[config.mk]
export PLATFORM = sky130hd
export DESIGN_NAME = fb_scanout
export DESIGN_NICKNAME = d
export VERILOG_FILES = /design/src/rtl/fb_scanout.sv
export SDC_FILE = /design/constraint.sdc
export NUM_CORES = 1
export LEC_CHECK = 0
export CAP_MARGIN = 15
export CORE_ASPECT_RATIO = 1.5
export CORE_MARGIN = 1
export CORE_UTILIZATION = 25
export DETAILED_ROUTE_END_ITERATION = 7
export GPL_ROUTABILITY_DRIVEN = 0
export MAX_ROUTING_LAYER = met4
export SLEW_MARGIN = 20
export SYNTH_ARGS = -nofsm -noshare
export SYNTH_HDL_FRONTEND = slang
export SYNTH_SLANG_ARGS = --single-unit
[constraint.sdc]
create_clock -name clk -period 3.85 [get_ports clk]
set_input_delay 0.77 -clock clk [delete_from_list [all_inputs] [get_ports clk]]
set_output_delay 0.77 -clock clk [all_outputs]
set_load 0.02 [all_outputs]
[src/rtl/fb_scanout.sv]
// Video scan-out for a 1bpp SRAM framebuffer, with CPU accesses slotted into
// cycles that carry no video fetch. Drives SRAM control and the bus-switch selects.
module fb_scanout #(
    parameter int          H_ACTIVE  = 256,
    parameter int          H_FP      = 16,
    parameter int          H_SYNC    = 32,
    parameter int          H_BP      = 16,
    parameter int          V_ACTIVE  = 240,
    parameter int          V_FP      = 3,
    parameter int          V_SYNC    = 4,
    parameter int          V_BP      = 15,
    parameter bit          SYNC_POL  = 1'b0,
    parameter logic [14:0] BASE_ADDR = 15'd0
) (
    input  logic        clk,
    input  logic        rst,
    output logic        hsync,
    output logic        vsync,
    output logic        de,
    output logic        pixel,
    output logic [14:0] mem_addr,
    input  logic [7:0]  mem_rdata,
    output logic [7:0]  mem_wdata,
    output logic        sram_oe_n,
    output logic        sram_we_n,
    output logic        vid_sel_n,
    output logic        cpu_sel_n,
    input  logic        cpu_req,
    input  logic        cpu_we,
    input  logic [14:0] cpu_addr,
    input  logic [7:0]  cpu_wdata,
    output logic [7:0]  cpu_rdata,
    output logic        cpu_ack
);

    // state  | meaning
    // IDLE   | SRAM free for video; waiting for a request with a two-cycle fetch-free window
    // ADDR   | CPU address on SRAM, CPU path selected, output enabled on reads
    // STROBE | write strobe on writes; read data captured at the closing edge
    // ACK    | cpu_ack high, SRAM idle
    typedef enum logic [1:0] {S_IDLE, S_ADDR, S_STROBE, S_ACK} state_t;

    localparam int H_TOTAL  = H_ACTIVE + H_FP + H_SYNC + H_BP;
    localparam int V_TOTAL  = V_ACTIVE + V_FP + V_SYNC + V_BP;
    localparam int HW       = $clog2(H_TOTAL);
    localparam int VW       = $clog2(V_TOTAL);
    localparam int HS_START = H_ACTIVE + H_FP;
    localparam int HS_END   = HS_START + H_SYNC;
    localparam int VS_START = V_ACTIVE + V_FP;
    localparam int VS_END   = VS_START + V_SYNC;

    localparam logic [HW-1:0] H_LAST   = HW'(H_TOTAL - 1);
    localparam logic [VW-1:0] V_LAST   = VW'(V_TOTAL - 1);
    localparam logic [14:0]   ROW_STEP = 15'(H_ACTIVE / 8);

    state_t        state;
    logic [HW-1:0] hcnt, h1, h2;
    logic [VW-1:0] vcnt, v1, v2;
    logic [14:0]   row_base;
    logic [14:0]   addr_hold;
    logic [7:0]    shreg;
    logic          vid_cond, hs_cond, vs_cond;
    logic          fetch_now, cpu_free, cpu_bus;

    function automatic logic fetch_at(input logic [HW-1:0] h, input logic [VW-1:0] v);
        return (int'(h) < H_ACTIVE) && (int'(v) < V_ACTIVE) && (h[2:0] == 3'd0);
    endfunction

    // Raster positions one and two cycles ahead, for the CPU admission window.
    always_comb begin
        h1 = (hcnt == H_LAST) ? '0 : hcnt + HW'(1);
        v1 = vcnt;
        if (hcnt == H_LAST)
            v1 = (vcnt == V_LAST) ? '0 : vcnt + VW'(1);
        h2 = (h1 == H_LAST) ? '0 : h1 + HW'(1);
        v2 = v1;
        if (h1 == H_LAST)
            v2 = (v1 == V_LAST) ? '0 : v1 + VW'(1);
    end

    assign vid_cond  = (int'(hcnt) < H_ACTIVE) && (int'(vcnt) < V_ACTIVE);
    assign hs_cond   = (int'(hcnt) >= HS_START) && (int'(hcnt) < HS_END);
    assign vs_cond   = (int'(vcnt) >= VS_START) && (int'(vcnt) < VS_END);
    assign fetch_now = fetch_at(hcnt, vcnt) && !rst;
    assign cpu_free  = !fetch_at(h1, v1) && !fetch_at(h2, v2);
    assign cpu_bus   = (state == S_ADDR) || (state == S_STROBE);

    // SRAM side decodes straight from registered state so the async SRAM
    // returns fetch data within the fetch cycle itself.
    always_comb begin
        mem_addr  = addr_hold;
        vid_sel_n = 1'b1;
        cpu_sel_n = 1'b1;
        sram_oe_n = 1'b1;
        sram_we_n = 1'b1;
        if (fetch_now) begin
            mem_addr  = row_base + 15'(hcnt[HW-1:3]);
            vid_sel_n = 1'b0;
            sram_oe_n = 1'b0;
        end else if (cpu_bus) begin
            mem_addr  = cpu_addr;
            cpu_sel_n = 1'b0;
            sram_oe_n = cpu_we;
            sram_we_n = (state == S_STROBE) ? ~cpu_we : 1'b1;
        end
    end

    assign mem_wdata = cpu_wdata;
    assign pixel     = shreg[7] & de;

    always_ff @(posedge clk) begin
        if (rst) begin
            hcnt      <= '0;
            vcnt      <= '0;
            row_base  <= BASE_ADDR;
            addr_hold <= BASE_ADDR;
            shreg     <= '0;
            de        <= 1'b0;
            hsync     <= ~SYNC_POL;
            vsync     <= ~SYNC_POL;
            state     <= S_IDLE;
            cpu_ack   <= 1'b0;
            cpu_rdata <= '0;
        end else begin
            hcnt      <= h1;
            vcnt      <= v1;
            addr_hold <= mem_addr;
            de        <= vid_cond;
            hsync     <= hs_cond ? SYNC_POL : ~SYNC_POL;
            vsync     <= vs_cond ? SYNC_POL : ~SYNC_POL;
            shreg     <= fetch_now ? mem_rdata : {shreg[6:0], 1'b0};

            if (hcnt == H_LAST) begin
                if (vcnt == V_LAST)
                    row_base <= BASE_ADDR;
                else if (int'(vcnt) < V_ACTIVE)
                    row_base <= row_base + ROW_STEP;
            end

            case (state)
                S_IDLE: begin
                    cpu_ack <= 1'b0;
                    if (cpu_req && cpu_free)
                        state <= S_ADDR;
                end
                S_ADDR: state <= S_STROBE;
                S_STROBE: begin
                    if (!cpu_we)
                        cpu_rdata <= mem_rdata;
                    cpu_ack <= 1'b1;
                    state   <= S_ACK;
                end
                S_ACK: begin
                    cpu_ack <= 1'b0;
                    state   <= S_IDLE;
                end
                default: state <= S_IDLE;
            endcase
        end
    end

endmodule
==> impl_metrics.json <==
{
  "status": "complete, no violations",
  "cp-end-kind": "primary output",
  "track_usage_pct": 13.17,
  "ctsHoldBuffers": 0,
  "cts_tree": "yes",
  "top_layer_used": "met4",
  "m1WireLength_microns": 3785,
  "die_w_microns": 98.74,
  "start_util_pct": 25.81,
  "finalSetupViolCount": 0,
  "critPathSlowestCell": "clkdlybuf4s50_1",
  "startpoint_type": "flip-flop",
  "numPortBuffers": 58,
  "wl_met2_microns": 4394,
  "finalClockSkew_ps": 6.190,
  "vias": 3011,
  "dieArea_sq_um": 14530,
  "finalCritPeriodShare_pct": 95.15,
  "grt_pass1_vias": 2985,
  "grt_overflow": 0,
  "cts_setup_buffers": 0,
  "post_cts_resized": 0,
  "synth_edf_count": 0,
  "ant_nets": 0,
  "ys_seq_elements": 65,
  "antenna_cells": 0,
  "p_leak_nw": 1.637,
  "clkTransAtPathRegs_ps": 50,
  "slowest_delay_ps": 660,
  "tns_ps": 0,
  "total_power_w": 0.002526,
  "die_y_microns": 147.1,
  "antenna_found_initial": 0,
  "clkLatencyLatePin_ps": 330,
  "arrival_ps": 2890,
  "syn_to_final_growth_pct": 27.81,
  "dr.pass1.iters": 4,
  "num-nets-final": 505,
  "wl_met3_microns": 270,
  "drt-initial-drc-count": 139,
  "path_cells": "and4_1, nor4_1, and3b_1, inv_1, mux2i_1, clkdlybuf4s50_1",
  "synthesis.nets": 465,
  "async_reset_ff_share_pct": 0,
  "hp-class": "reg2reg",
  "core_area_sq_um": 13600,
  "synthCells": 418,
  "clock.fmax_mhz": 273.0,
  "clock-sinks": 65,
  "drc": 0,
  "fin_cells": 624,
  "relSlewSlack_pct": 37.05,
  "ys_seq_area_share_pct": 37.08,
  "avgSynthCellArea_sq_um": 8.396,
  "grt_max_degree": 54,
  "path_delay_family": "buffers and inverters",
  "pin_count": 75,
  "dp_hpwl_microns": 6324,
  "required_ps": 3080,
  "ys.flop_type": "dfxtp_1",
  "drv_cap": 0,
  "path_max_fanout": 16,
  "rsz0062_at_grt": "true",
  "routed_wl_microns": 8657,
  "synth_cell_type_count": 58,
  "synth_area_sq_um": 3510,
  "powerDensity_nw_per_um2": 563.1,
  "fin_util_pct": 32.99,
  "final.fill_count": 1372,
  "clockBufferDepth": 2,
  "cts_buffers": 9,
  "num_rows": 52,
  "ir_worst_vdd_v": 0.0003394,
  "dp_cells": 609,
  "grt_pass1_wl_microns": 14710,
  "synth_warnings": 0,
  "clock_tree.root_cell": "clkbuf_16",
  "layout-drive-gt1-share_pct": 7.576,
  "worst-path-buf-inv": 2,
  "wire_per_inst_microns": 13.87,
  "h-tree-depth": 3,
  "period_needed_ps": 3663,
  "critical_path_class": "reg2out",
  "hold_viol": 0,
  "fin_hold_ws_ps": 443.0,
  "tightest_slew_ps": 942.4,
  "report.final.slew_viol_count": 0,
  "via_per_inst": 4.825
}
## logic make-up after synthesis
logic type                 count (synthesis)  share of synthesized area (%)
and+or+nand+nor                          181                          26.42
DFF                                       65                          37.08
AOI/OAI and AO/OA                         53                          9.804
buffers and inverters                     46                          6.025
xor gates and xnor gates                  31                          7.736
muxes                                     30                          8.663
adders and majority gates                 12                          4.278
## power breakdown
| part | switching, W | leakage, nW | internal (W) |
|---|---|---|---|
| registers | 0.0000319 | 0.528 | 0.000748 |
| clock network | 0.000296 | 0.151 | 0.000579 |
| logic | 0.000442 | 0.959 | 0.000428 |
## cells in the mapped netlist (2+ instances only)
master	n	area share, %
nand2_1	47	5.0
a21oi_1	16	2.3
ha_1	12	4.3
nor3_1	10	1.4
mux2_2	3	0.96
nand2b_1	4	0.71
o32ai_1	2	0.50
mux2i_1	27	7.7
buf_4	8	1.7
or3_1	4	0.71
and4_1	2	0.50
o21ai_0	15	2.1
dfxtp_1	65	37
xnor2_1	9	2.2
and3_1	5	0.89
a211oi_1	2	0.43
nor4_1	6	1.1
nand3_1	17	2.4
o22ai_1	2	0.36
nor2_1	37	4.0
nor2b_1	21	3.7
nand4_1	9	1.6
xor2_1	22	5.5
nor4b_1	2	0.50
and2_1	4	0.71
or2_2	2	0.36
clkbuf_1	25	2.7
inv_1	10	1.1
## tightest hold or removal path: stages, from the launching register on
cell     delay (ps)
dfxtp_1         300
nand2_1          50
a21oi_1          50
## cell usage in the layout (no fill, tap or decap), drive strengths merged, types with 2 or more instances in the layout
master,Yosys,final
inv,10,10
buf,11,8
clkdlybuf4s50,0,57
and3,6,6
o21ai,15,15
clkinvlp,0,2
nand4,9,9
and4,2,2
a21oi,16,16
clkbuf,25,10
a211oi,2,2
or2,2,2
nor3,10,10
bufinv,0,2
mux2i,27,27
or3,4,4
xor2,22,22
nand2,47,47
nor4b,2,2
or3b,2,2
mux2,3,3
nor2,38,38
o22ai,2,2
o32ai,2,2
ha,12,12
and2,4,4
nor4,6,6
nand2b,4,4
o31ai,2,2
nor2b,21,21
dfxtp,65,65
nand3,17,17
xnor2,9,9
## metal layers
layer  up-vias  GRT usage (%)
met1      1427          15.28
met2        64          21.68
li1       1507              -
met3        13          2.664
met5         -              -
met4         0          6.194
## flip-flops by register name (all words and copies together) (netlist names)
name and cells:
shreg 8, cpu_ack 1, row_base 10, hcnt 9, de 1, cpu_rdata 8
vsync 1, hsync 1, state 2, vcnt 9, addr_hold 15
## final timing paths
path,startpoint,endpoint,slack [ps],depth (start not counted)
setup reg to reg,hcnt[8]$_SDFF_PP0_,state[0]$_SDFFE_PP0P_,480,8
hold reg to reg,shreg[3]$_SDFF_PP0_,shreg[4]$_SDFF_PP0_,440,2
setup / recovery,vcnt[4]$_SDFF_PP0_,mem_addr[14],190,6
hold / removal,shreg[3]$_SDFF_PP0_,shreg[4]$_SDFF_PP0_,440,2
## stage by stage
step	instance area, sq um	setup slack, ps
after floorplan	3510	612.2
after global placement	4167	491.3
after detailed placement	4167	370.1
after CTS	4486	156.8
after global routing	4486	-13.35
final	4486	186.8
## layout make-up
type | count | area (sq um) | share of cell area, %
clock buffer | 10 | 239.0 | 5.328
clock inverter | 5 | 80.08 | 1.785
inverter | 10 | 37.54 | 0.8368
multi-input combinational | 307 | 1997 | 44.52
sequential | 65 | 1301 | 29.01
tap | 162 | 202.7 | 4.519
timing repair buffer | 65 | 628.1 | 14.00
No activity file was read; power rests on OpenSTA's default activity.
